[src/rtl/wb_skid_stage_if.sv]
// Writeback bundle bus between the issue side, the skid stage and the regfile.
// The upstream channel (in_*), the downstream channel (out_*) and the
// forwarding lookup (fwd_*) travel together so the stage can be dropped
// between producer and regfile as a single connection.
interface wb_skid_stage_if #(
    parameter int LANES  = 2,
    parameter int DATA_W = 32,
    parameter int ADDR_W = 5
);
    logic                      in_valid;
    logic                      in_ready;
    logic [LANES*ADDR_W-1:0]   in_addr;
    logic [LANES*DATA_W-1:0]   in_data;
    logic [LANES-1:0]          in_we;

    logic                      out_valid;
    logic                      out_ready;
    logic [LANES*ADDR_W-1:0]   out_addr;
    logic [LANES*DATA_W-1:0]   out_data;
    logic [LANES-1:0]          out_we;

    logic [ADDR_W-1:0]         fwd_addr;
    logic                      fwd_hit;
    logic [DATA_W-1:0]         fwd_data;

    // Stage side: consumes bundles and forwarding queries.
    modport slave (
        input  in_valid, in_addr, in_data, in_we, out_ready, fwd_addr,
        output in_ready, out_valid, out_addr, out_data, out_we, fwd_hit, fwd_data
    );

    // Environment side: produces bundles, drains the head, issues lookups.
    modport master (
        output in_valid, in_addr, in_data, in_we, out_ready, fwd_addr,
        input  in_ready, out_valid, out_addr, out_data, out_we, fwd_hit, fwd_data
    );
endinterface

[src/rtl/wb_skid_stage.sv]
// Two-entry in-order writeback skid buffer with register forwarding.
// E0 is the head presented to the regfile, E1 is the skid slot that absorbs
// one extra bundle so in_ready never depends combinationally on out_ready.
// Writes to x0 are neutralised at capture; the forwarding lookup scans all
// buffered lanes with the youngest match winning.
module wb_skid_stage #(
    parameter int LANES  = 2,
    parameter int DATA_W = 32,
    parameter int ADDR_W = 5
) (
    input  logic               clk_in,
    input  logic               rst_in,
    input  logic               rdy_in,
    input  logic               flush_in,
    wb_skid_stage_if.slave     bus,
    output logic [1:0]         occ
);

    logic [LANES*ADDR_W-1:0] e0_addr, e1_addr;
    logic [LANES*DATA_W-1:0] e0_data, e1_data;
    logic [LANES-1:0]        e0_we,   e1_we;

    logic                    push;
    logic                    pop;
    logic [LANES-1:0]        cap_we;
    logic                    fwd_hit_c;
    logic [DATA_W-1:0]       fwd_data_c;

    // Clear the write enable of any lane targeting x0; addr and data are kept.
    function automatic logic [LANES-1:0] mask_x0(
        input logic [LANES*ADDR_W-1:0] addr,
        input logic [LANES-1:0]        we
    );
        logic [LANES-1:0] m;
        m = we;
        for (int i = 0; i < LANES; i++) begin
            if (addr[i*ADDR_W +: ADDR_W] == '0) m[i] = 1'b0;
        end
        return m;
    endfunction

    assign bus.in_ready  = rdy_in && (occ != 2'd2);
    assign bus.out_valid = rdy_in && (occ != 2'd0);
    assign bus.out_addr  = e0_addr;
    assign bus.out_data  = e0_data;
    assign bus.out_we    = e0_we;
    assign bus.fwd_hit   = fwd_hit_c;
    assign bus.fwd_data  = fwd_data_c;

    assign push   = bus.in_valid && bus.in_ready;
    assign pop    = bus.out_valid && bus.out_ready;
    assign cap_we = mask_x0(bus.in_addr, bus.in_we);

    // Buffer update: freeze on !rdy_in, flush beats push/pop, pop shifts E1 into E0.
    always_ff @(posedge clk_in or negedge rst_in) begin
        if (!rst_in) begin
            occ     <= 2'd0;
            e0_addr <= '0;
            e0_data <= '0;
            e0_we   <= '0;
            e1_addr <= '0;
            e1_data <= '0;
            e1_we   <= '0;
        end else if (rdy_in) begin
            if (flush_in) begin
                occ   <= 2'd0;
                e0_we <= '0;
                e1_we <= '0;
            end else if (push && pop) begin
                // in_ready is low at occ 2, so the survivor is always E0 here
                // and the incoming bundle replaces the retiring head.
                e0_addr <= bus.in_addr;
                e0_data <= bus.in_data;
                e0_we   <= cap_we;
            end else if (pop) begin
                e0_addr <= e1_addr;
                e0_data <= e1_data;
                e0_we   <= e1_we;
                occ     <= occ - 2'd1;
            end else if (push) begin
                if (occ == 2'd0) begin
                    e0_addr <= bus.in_addr;
                    e0_data <= bus.in_data;
                    e0_we   <= cap_we;
                end else begin
                    e1_addr <= bus.in_addr;
                    e1_data <= bus.in_data;
                    e1_we   <= cap_we;
                end
                occ <= occ + 2'd1;
            end
        end
    end

    // Forwarding lookup: later matches override earlier ones, so scanning
    // E0 then E1, lane 0 upward, leaves the youngest matching lane in place.
    always_comb begin
        fwd_hit_c  = 1'b0;
        fwd_data_c = '0;
        if (bus.fwd_addr != '0) begin
            if (occ != 2'd0) begin
                for (int i = 0; i < LANES; i++) begin
                    if (e0_we[i] && (e0_addr[i*ADDR_W +: ADDR_W] == bus.fwd_addr)) begin
                        fwd_hit_c  = 1'b1;
                        fwd_data_c = e0_data[i*DATA_W +: DATA_W];
                    end
                end
            end
            if (occ == 2'd2) begin
                for (int i = 0; i < LANES; i++) begin
                    if (e1_we[i] && (e1_addr[i*ADDR_W +: ADDR_W] == bus.fwd_addr)) begin
                        fwd_hit_c  = 1'b1;
                        fwd_data_c = e1_data[i*DATA_W +: DATA_W];
                    end
                end
            end
        end
    end

endmodule

[src/flat_wrapper.sv]
// flat-port wrapper written by rule: the top's interface ports become plain ports
module wb_skid_stage_flat 
#(
    parameter int LANES  = 2,
    parameter int DATA_W = 32,
    parameter int ADDR_W = 5
)
  (clk_in, rst_in, rdy_in, flush_in, occ, bus_in_valid, bus_in_addr, bus_in_data, bus_in_we, bus_out_ready, bus_fwd_addr, bus_in_ready, bus_out_valid, bus_out_addr, bus_out_data, bus_out_we, bus_fwd_hit, bus_fwd_data);
  wb_skid_stage_if #(.LANES(LANES), .DATA_W(DATA_W), .ADDR_W(ADDR_W)) bus_i ();
  input  logic clk_in;
  input  logic rst_in;
  input  logic rdy_in;
  input  logic flush_in;
  output logic [1:0] occ;
  input wire logic [$bits(bus_i.in_valid)-1:0] bus_in_valid;
  input wire logic [$bits(bus_i.in_addr)-1:0] bus_in_addr;
  input wire logic [$bits(bus_i.in_data)-1:0] bus_in_data;
  input wire logic [$bits(bus_i.in_we)-1:0] bus_in_we;
  input wire logic [$bits(bus_i.out_ready)-1:0] bus_out_ready;
  input wire logic [$bits(bus_i.fwd_addr)-1:0] bus_fwd_addr;
  output wire logic [$bits(bus_i.in_ready)-1:0] bus_in_ready;
  output wire logic [$bits(bus_i.out_valid)-1:0] bus_out_valid;
  output wire logic [$bits(bus_i.out_addr)-1:0] bus_out_addr;
  output wire logic [$bits(bus_i.out_data)-1:0] bus_out_data;
  output wire logic [$bits(bus_i.out_we)-1:0] bus_out_we;
  output wire logic [$bits(bus_i.fwd_hit)-1:0] bus_fwd_hit;
  output wire logic [$bits(bus_i.fwd_data)-1:0] bus_fwd_data;
  assign bus_i.in_valid = bus_in_valid;
  assign bus_i.in_addr = bus_in_addr;
  assign bus_i.in_data = bus_in_data;
  assign bus_i.in_we = bus_in_we;
  assign bus_i.out_ready = bus_out_ready;
  assign bus_i.fwd_addr = bus_fwd_addr;
  assign bus_in_ready = bus_i.in_ready;
  assign bus_out_valid = bus_i.out_valid;
  assign bus_out_addr = bus_i.out_addr;
  assign bus_out_data = bus_i.out_data;
  assign bus_out_we = bus_i.out_we;
  assign bus_fwd_hit = bus_i.fwd_hit;
  assign bus_fwd_data = bus_i.fwd_data;
  wb_skid_stage #(.LANES(LANES), .DATA_W(DATA_W), .ADDR_W(ADDR_W)) u_core (.clk_in(clk_in), .rst_in(rst_in), .rdy_in(rdy_in), .flush_in(flush_in), .bus(bus_i), .occ(occ));
endmodule
[config.mk]
export PLATFORM = sky130hd
export DESIGN_NAME = wb_skid_stage_flat
export DESIGN_NICKNAME = d
export VERILOG_FILES = /design/src/rtl/wb_skid_stage_if.sv /design/src/rtl/wb_skid_stage.sv /design/src/flat_wrapper.sv
export SDC_FILE = /design/constraint.sdc
export NUM_CORES = 1
export LEC_CHECK = 0
export CAP_MARGIN = 20
export CORE_ASPECT_RATIO = 0.7
export CORE_MARGIN = 2
export CORE_UTILIZATION = 40
export CTS_BUF_LIST = sky130_fd_sc_hd__clkbuf_16
export DETAILED_ROUTE_END_ITERATION = 10
export MAX_ROUTING_LAYER = met4
export PLACE_DENSITY = 0.7
export SLEW_MARGIN = 20
export SYNTH_ARGS = -nofsm -noshare
export SYNTH_HDL_FRONTEND = slang
export SYNTH_SLANG_ARGS = --single-unit
[constraint.sdc]
create_clock -name clk_in -period 2.25 [get_ports clk_in]
set_input_delay 0.45 -clock clk_in [delete_from_list [all_inputs] [get_ports clk_in]]
set_output_delay 0.45 -clock clk_in [all_outputs]
set_load 0.005 [all_outputs]
== Word level (Yosys, flattened, before mapping) ==
Cells that the tools add are included.

* Bits in writable memories: 0
* ROM bits: 0
* Latch bits: 0
* Bits of input ports: 87
* Output and inout bits: 113
* Register bits: 154
* Memories kept: 0

* Bitwise gates (word level): 4
* Shift-type cells: 0
* $add $sub $neg: 2
* Eq/ne operators: 9
* Div/mod/pow operators: 0
* Reduce and logical (&&, ||, !) cells: 25
* Multiplexer cells: 38
* Multipliers: 0
* Order comparisons: 0

{| class="wikitable"
|+ Operator list
! operator !! count
|-
| 2-to-1 mux 64 bit || 4
|-
| 2-to-1 mux 32 bit || 7
|-
| 2-to-1 mux 10 bit || 4
|-
| 2-to-1 mux 2 bit || 14
|-
| equality test 5 bit || 4
|-
| logical NOT 5 bit || 2
|-
| logical AND 1 bit || 9
|-
| 2-to-1 mux 1 bit || 9
|-
| nonzero test 3 bit || 3
|-
| inequality test 2 bit, second input constant || 4
|-
| nonzero test 4 bit || 2
|-
| AND reduction 3 bit || 2
|-
| AND reduction 6 bit || 1
|-
| AND reduction 5 bit || 1
|-
| nonzero test 5 bit || 1
|-
| NOT 1 bit || 4
|-
| AND reduction 4 bit || 1
|-
| nonzero test 2 bit || 2
|-
| adder 2 x 1 -> 2 bit, second input constant || 1
|-
| equality test 2 bit, second input constant || 1
|-
| logical NOT 2 bit || 1
|-
| subtractor 2 x 1 -> 2 bit, second input constant || 1
|}

== Logic depth before layout (Yosys ltp) ==
Gate-level depths: netlist (run 1).

* Word-level depth: 9
* Depth in mapped cells: 9
* Depth with buffers taken out: 6

== Worst setup path after synthesis (run 1) ==
Ideal clock, no wire load.

* Kind: input-to-output
* Start point: input port bus_fwd_addr[0]
* End point: output port bus_fwd_data[10]
* Arrival time: 2020 ps
* Stages: 8
* Slack: -220 ps
* Path buffers: 2
* Path through: buf_2 xor2_1 nor4_1 nand3_1 a21oi_4 buf_6 a211oi_1 a211oi_1

* Word-level cells in the longest chain between the ends: 9

{| class="wikitable"
|+ RTL lines
! what !! line !! RTL
|-
| from (decl) || flat_wrapper.sv:20 || <nowiki>input wire logic [$bits(bus_i.fwd_addr)-1:0] bus_fwd_addr;</nowiki>
|-
| equality test 5 bit || wb_skid_stage.sv:103 || <nowiki>if (e0_we[i] && (e0_addr[i*ADDR_W +: ADDR_W] == bus.fwd_addr)) begin</nowiki>
|-
| logical AND 1 bit || wb_skid_stage.sv:103 ||
|-
| 2-to-1 mux 32 bit (2 in series) || wb_skid_stage.sv:103 ||
|-
| 2-to-1 mux 32 bit || wb_skid_stage.sv:101 || <nowiki>if (occ != 2'd0) begin</nowiki>
|-
| 2-to-1 mux 32 bit (2 in series) || wb_skid_stage.sv:111 || <nowiki>if (e1_we[i] && (e1_addr[i*ADDR_W +: ADDR_W] == bus.fwd_addr)) begin</nowiki>
|-
| 2-to-1 mux 32 bit || wb_skid_stage.sv:109 || <nowiki>if (occ == 2'd2) begin</nowiki>
|-
| 2-to-1 mux 32 bit * || wb_skid_stage.sv:100 || <nowiki>if (bus.fwd_addr != '0) begin</nowiki>
|-
| to (decl) || flat_wrapper.sv:27 || <nowiki>output wire logic [$bits(bus_i.fwd_data)-1:0] bus_fwd_data;</nowiki>
|}

Every way passes the cells marked *; elsewhere a longest branch is shown, timed or not.

== Worst setup path in the final report (run 1) ==
* Start point: register u_core.e1_addr[8]
* End point: output port bus_fwd_data[16]

* Word-level cells in the longest chain between the ends: 5

{| class="wikitable"
|+ RTL lines
! what !! line !! RTL
|-
| from (decl) || wb_skid_stage.sv:19 || <nowiki>logic [LANES*ADDR_W-1:0] e0_addr, e1_addr;</nowiki>
|-
| from (signal assigned) || wb_skid_stage.sv:86 || <nowiki>e1_addr <= bus.in_addr;</nowiki>
|-
| equality test 5 bit || wb_skid_stage.sv:111 ||
|-
| logical AND 1 bit || wb_skid_stage.sv:111 ||
|-
| 2-to-1 mux 32 bit || wb_skid_stage.sv:111 ||
|-
| 2-to-1 mux 32 bit || wb_skid_stage.sv:109 ||
|-
| 2-to-1 mux 32 bit || wb_skid_stage.sv:100 ||
|}

No other way between the ends.

==> results of run 1 <==
[registers in the layout (all words and copies together), names as in the netlist]
register,count
u_core.e1_addr,10
u_core.bus.out_data,64
u_core.bus.out_addr,10
u_core.occ,2
u_core.bus.out_we,2
u_core.e1_we,2
u_core.e1_data,64
[routing by layer]
| layer | vias up | wire (um) | GRT usage (%) |
|---|---|---|---|
| li1 | 3375 | - | - |
| met5 | - | 0 | - |
| met2 | 272 | 11200 | 36.2 |
| met4 | 0 | 424 | 7.56 |
| met3 | 33 | 1550 | 4.48 |
| met1 | 3571 | 11800 | 34.5 |
[power breakdown]
| part | internal [mW] | switching [mW] |
|---|---|---|
| sequential | 3.65 | 0.795 |
| combinational | 2.03 | 1.39 |
| clock | 1.86 | 1.20 |
[what timing repair did]
item | in CTS | in global routing
resized for setup | 181 | 21
buffers inserted | 30 | 14
gates cloned | 4 | 1
endpoints found under the setup margin | 35 | 35
endpoints found under the hold margin | 1 | 0
hold buffers | 1 | 0
pin swaps | 25 | 20
[cell usage in the layout, fill, tap and decap left out, drive strengths merged, types with 4 or more instances in the layout]
| cell type | n |
|---|---|
| clkbuf | 18 |
| bufinv | 4 |
| a21oi | 4 |
| nor2 | 78 |
| clkdlybuf4s50 | 159 |
| nor4 | 4 |
| mux2 | 75 |
| nand2 | 156 |
| a211oi | 64 |
| dfrtp | 154 |
| a31oi | 76 |
| dlygate4sd2 | 4 |
| o21ai | 8 |
| inv | 8 |
| xnor2 | 4 |
| xor2 | 17 |
| buf | 166 |
| nor2b | 33 |
| mux2i | 33 |
[layout make-up]
| type | instances | area, um^2 | area share [%] |
|---|---|---|---|
| Clock inverter | 14 | 194 | 1.59 |
| Sequential cell | 154 | 3850 | 31.7 |
| Tap cell | 270 | 338 | 2.78 |
| Clock buffer | 17 | 425 | 3.50 |
| Multi-Input combinational cell | 572 | 4050 | 33.3 |
| Timing Repair Buffer | 333 | 3300 | 27.1 |
| Inverter | 4 | 15.0 | 0.123 |
[final timing paths]
check | depth (start not counted) | end | from | slack (ns)
worst max-delay path | 11 | bus_fwd_data[16] | u_core.e1_addr[8] | -0.91
worst min-delay path | 3 | u_core.occ[0] | rdy_in | 0.50
worst max register to register | 7 | u_core.bus.out_data[53] | u_core.occ[1] | 0.34
worst min register to register | 1 | u_core.e1_data[23] | u_core.e1_data[23] | 0.51
max in group asynchronous | 3 | u_core.bus.out_addr[1] | rst_in | 1.02
min in group asynchronous | 2 | u_core.bus.out_data[25] | rst_in | 0.55
[critical path, cell delays in order (launching register included)]
cell      delay (ns)
dfrtp_1         0.40
xor2_1          0.17
nor4_1          0.37
buf_4           0.21
nand3_4         0.10
a21oi_4         0.27
buf_12          0.16
buf_8           0.13
buf_12          0.13
a211oi_2        0.04
a211oi_2        0.18
buf_2           0.15
[cell usage after synthesis, drive strengths merged (3+ instances only)]
cell type,instances
a21oi,4
dfrtp,154
inv,4
buf,25
nor4,4
clkbuf,41
nand3,3
nor2b,33
o21ai,8
a31oi,76
mux2i,33
xor2,17
mux2,75
nand2,156
xnor2,4
a211oi,64
nor2,78
and3,3
[stage by stage]
step / hold slack, ns / total power [mW]
finish: 0.502 / 10.9
CTS: 0.513 / 10.9
floorplan: 0.154 / 5.79
detailed placement: 0.452 / 7.72
global route: 0.510 / 11.5
global placement: 0.448 / 7.61
[logic make-up (layout without fill, tap and decap cells)]
kind of cell	Yosys count	in the layout	share of synthesized area, %
XOR/XNOR	21	21	2.32
AO/OA/AOI/OAI	158	158	15.1
flip-flops	154	154	48.6
buffers and inverters	70	368	4.04
multiplexers	108	108	14.8
AND/OR/NAND/NOR	285	285	15.1
==> metrics, run 1 <==
status finished, violations left; failing checks negative setup slack; Root Buffer clkbuf_16; top cell type's share of synthesized area 48.6%; post-synth top area cell dfrtp_1; placed instance count 1287; final net count 1169; Yosys cell types 36; Mapped Nets 883; RSZ-0062 raised after global routing yes; Main synth FF type dfrtp_1; Chip Width 172 um; clock tree sinks 154; total wire length 25.0 mm; fillcell total 1603; DP HPWL 16.3 mm; final slew viol count 0; Tmin final 3.16 ns; share of cells above drive strength 1 25.0%; Routability Congestion 0.856; CP Data Required Time 1.80 ns; dpl ws -1.37 ns; via density per instance 5.32; core area 19600 um^2; cells after synthesis 796; clock buffer count from CTS 17; io pins 200; starting density of the core 40.4%; Die H 122 um; Slew HR 65.2%; power density of the placed cells 898 nW/um^2; Arr. time, crit path 2.71 ns; P&R area growth vs syn 53.4%; HP Class in -> reg; first-pass GRT wire length 38.4 mm; post-route ant nets 0; clk slew on worst S/H paths 0.06 ns; fin util 62.0%; Longest Clk Path Bufs 2; worst vdd ir 433 uV; Cell Count, Final, Fillers Out 1364; number of setup violations in the final report 33; largest net degree at the start of global routing 69; leakage power 5.42 nW; initial drt markers 661; Area contributors post-synth dfrtp_1, mux2_1, nand2_1, a31oi_1, mux2i_1; Syn Area/Cell 9.97 um^2; Total GRT Usage 24.5%; clock skew 0.00947 ns; Seq/Total Area, Yosys 48.6%; die area 21000 um^2; Final WS setup -0.913 ns; diodes inserted 0; WS Path Type reg -> out; Rows 43; setup TNS -28.06 ns; total gr overflow 0; ys async rst share 100%; post-route cell area 12200 um^2; synthesized area 7930 um^2; drt pass-1 iters 5; TritonCTS clock tree done; Final Hold Viols 0; period utilization 141%; H-Tree Depth 4; total number of yosys warnings 0; maxcap violations 0; initial antenna violation count 0; Placed Area 11000 um^2; WL per Instance 18.3 um; CP Capture Type output port; Seq cells post-synth 154; worst skew pair latency 0.42 ns; via count 7251; CP Max Fanout 6; vias in the first global route 7175; Post-synth EDFFs 0; crit start category register; Worst Tran Pin Value 0.522 ns; PortBufs 199; Max Fclk 316 MHz; DRC 0
(Power assumes the default switching activity.)
==> inputs of run 2 (changes only) <==
--- a/config.mk
+++ b/config.mk
@@ -5,7 +5,6 @@
 export SDC_FILE = /design/constraint.sdc
 export NUM_CORES = 1
 export LEC_CHECK = 0
-export CAP_MARGIN = 20
 export CORE_ASPECT_RATIO = 0.7
 export CORE_MARGIN = 2
 export CORE_UTILIZATION = 40
==> results of run 2 <==
Same layout as run 1: the final DEF is identical, and so are final timing and power.
==> inputs of run 3 (changes only) <==
--- a/config.mk
+++ b/config.mk
@@ -5,7 +5,7 @@
 export SDC_FILE = /design/constraint.sdc
 export NUM_CORES = 1
 export LEC_CHECK = 0
-export CORE_ASPECT_RATIO = 0.7
+export CORE_ASPECT_RATIO = 0.5
 export CORE_MARGIN = 2
 export CORE_UTILIZATION = 40
 export CTS_BUF_LIST = sky130_fd_sc_hd__clkbuf_16
==> run 3 against run 2 <==
Highest routed layer unchanged. Total power is 1.8% lower. The run still ends with negative setup slack left. Clock skew shrank 0.0011 ns. Fmax is 3.1% higher. Critical path depth stayed put. Critical endpoint is now bus_fwd_data[1]. Design area about the same. Sequential share of layout area barely moved. First-iteration DRC count fell by 42%. Worst setup slack better by 0.095 ns. Non-clock buffer count down 2. Global-route usage increased by 1.1 points. Via count down 0.63%.
==> metrics, run 3 (synthesis results as in run 1) <==
final slew viol count 0; CP Max Fanout 5; Longest Clk Path Bufs 2; initial antenna violation count 0; CP Capture Type output port; Total GRT Usage 25.7%; setup TNS -24.10 ns; drt pass-1 iters 5; total wire length 25.6 mm; WL per Instance 18.8 um; worst skew pair latency 0.43 ns; Final WS setup -0.818 ns; Routability Congestion 0.864; P&R area growth vs syn 53.5%; worst vdd ir 638 uV; Slew HR 68.0%; clock skew 0.00841 ns; PortBufs 199; period utilization 136%; via density per instance 5.30; initial drt markers 382; Root Buffer clkbuf_16; total gr overflow 0; starting density of the core 40.8%; io pins 200; Worst Tran Pin Value 0.480 ns; most common cell after layout, fill and taps aside clkdlybuf4s50_1; Arr. time, crit path 2.62 ns; H-Tree Depth 4; Final Hold Viols 0; DRC 0; power density of the placed cells 881 nW/um^2; largest net degree at the start of global routing 69; Max Fclk 326 MHz; post-route ant nets 0; Tmin final 3.07 ns; crit start category register; via count 7205; placed instance count 1287; maxcap violations 0; core area 19500 um^2; WS Path Type reg -> out; clk slew on worst S/H paths 0.06 ns; failing checks negative setup slack; TritonCTS clock tree done; share of cells above drive strength 1 25.3%; Final Hold Slack 0.510 ns; Die H 104 um; first-pass GRT wire length 40.9 mm; CP Data Required Time 1.80 ns; final net count 1167; DP HPWL 17.0 mm; fillcell total 1536; number of setup violations in the final report 33; HP Class in -> async; fin util 62.6%; most frequent cells in the layout clkdlybuf4s50_1, nand2_1, dfrtp_1, buf_4, nor2_1; Chip Width 203 um; status finished, violations left; clock tree sinks 154; Cell Count, Final, Fillers Out 1359; leakage power 5.43 nW; vias in the first global route 7289; RSZ-0062 raised after global routing yes; Rows 36; die area 21000 um^2; clock buffer count from CTS 17; diodes inserted 0
## run 3: cell types whose count changed in the layout (fill, tap and decap cells not counted), moves of 3 or more
cell | previous run | this run
buf_6 | 14 | 17
a211oi_1 | 10 | 3
clkinv_4 | 0 | 4
buf_8 | 6 | 2
mux2i_1 | 30 | 33
a211oi_2 | 47 | 56
mux2i_2 | 3 | 0
buf_4 | 87 | 82
buf_12 | 23 | 30
## run 3: what timing repair did
item / CTS / global route
endpoints found under the setup margin: 35 / 35
hold buffers: 1 / 0
setup buffers: 29 / 9
pin swaps: 29 / 17
endpoints found under the hold margin: 45 / 0
cloned: 6 / 1
gates resized for setup: 182 / 14
## run 3: path summary, 6_finish.rpt
kind | startpoint | to | slack [ns] | depth (start not counted)
worst max-delay path | u_core.e1_addr[7] | bus_fwd_data[1] | -0.82 | 11
worst min-delay path | rst_in | u_core.bus.out_data[7] | 0.51 | 2
worst max register to register | u_core.occ[1] | u_core.bus.out_data[40] | 0.35 | 8
worst min register to register | u_core.e1_data[58] | u_core.e1_data[58] | 0.52 | 1
max in group asynchronous | rst_in | u_core.e1_data[56] | 1.00 | 3
min in group clk_in | u_core.e1_data[58] | u_core.e1_data[58] | 0.52 | 1
## run 3: power by group
group          internal, mW  switching (mW)  leakage (nW)
Clock                  1.63            1.22         0.273
Sequential             3.65           0.802          1.84
Combinational          2.04            1.39          3.31
Total                  7.32            3.41          5.43
## run 3: routing by layer
metal / GRT usage, % / vias to the layer above / wire length (um)
li1: - / 3373 / -
met1: 34.7 / 3596 / 11500
met2: 40.1 / 203 / 12400
met4: 7.30 / 0 / 456
met3: 4.22 / 33 / 1260
met5: - / - / 0
## run 3: critical path: stages (launching register included)
cell	delay [ns]
dfrtp_1	0.40
xor2_1	0.18
nor4_2	0.30
buf_4	0.18
nand3_4	0.10
a21oi_4	0.20
buf_12	0.15
buf_8	0.13
buf_6	0.13
a211oi_2	0.04
a211oi_1	0.20
buf_2	0.16
## run 3: per-stage QoR
stage | total power [mW] | setup WS, ns | cell area, um^2
detailed placement | 7.74 | -1.40 | 11100
floorplan | 5.79 | -0.145 | 8110
CTS | 10.7 | -0.832 | 12200
global route | 11.3 | -0.925 | 12200
finish | 10.7 | -0.818 | 12200
global placement | 7.63 | -1.35 | 11100
## run 3: final cells by class
type	count	area, um^2	share of cell area (%)
multi-input cells	572	4060	33.4
flip-flops and latches	154	3850	31.6
repair buffers	331	3330	27.4
clock buffers	17	425	3.49
well taps	266	333	2.73
clock inverters	15	153	1.25
inverters	4	15.0	0.123
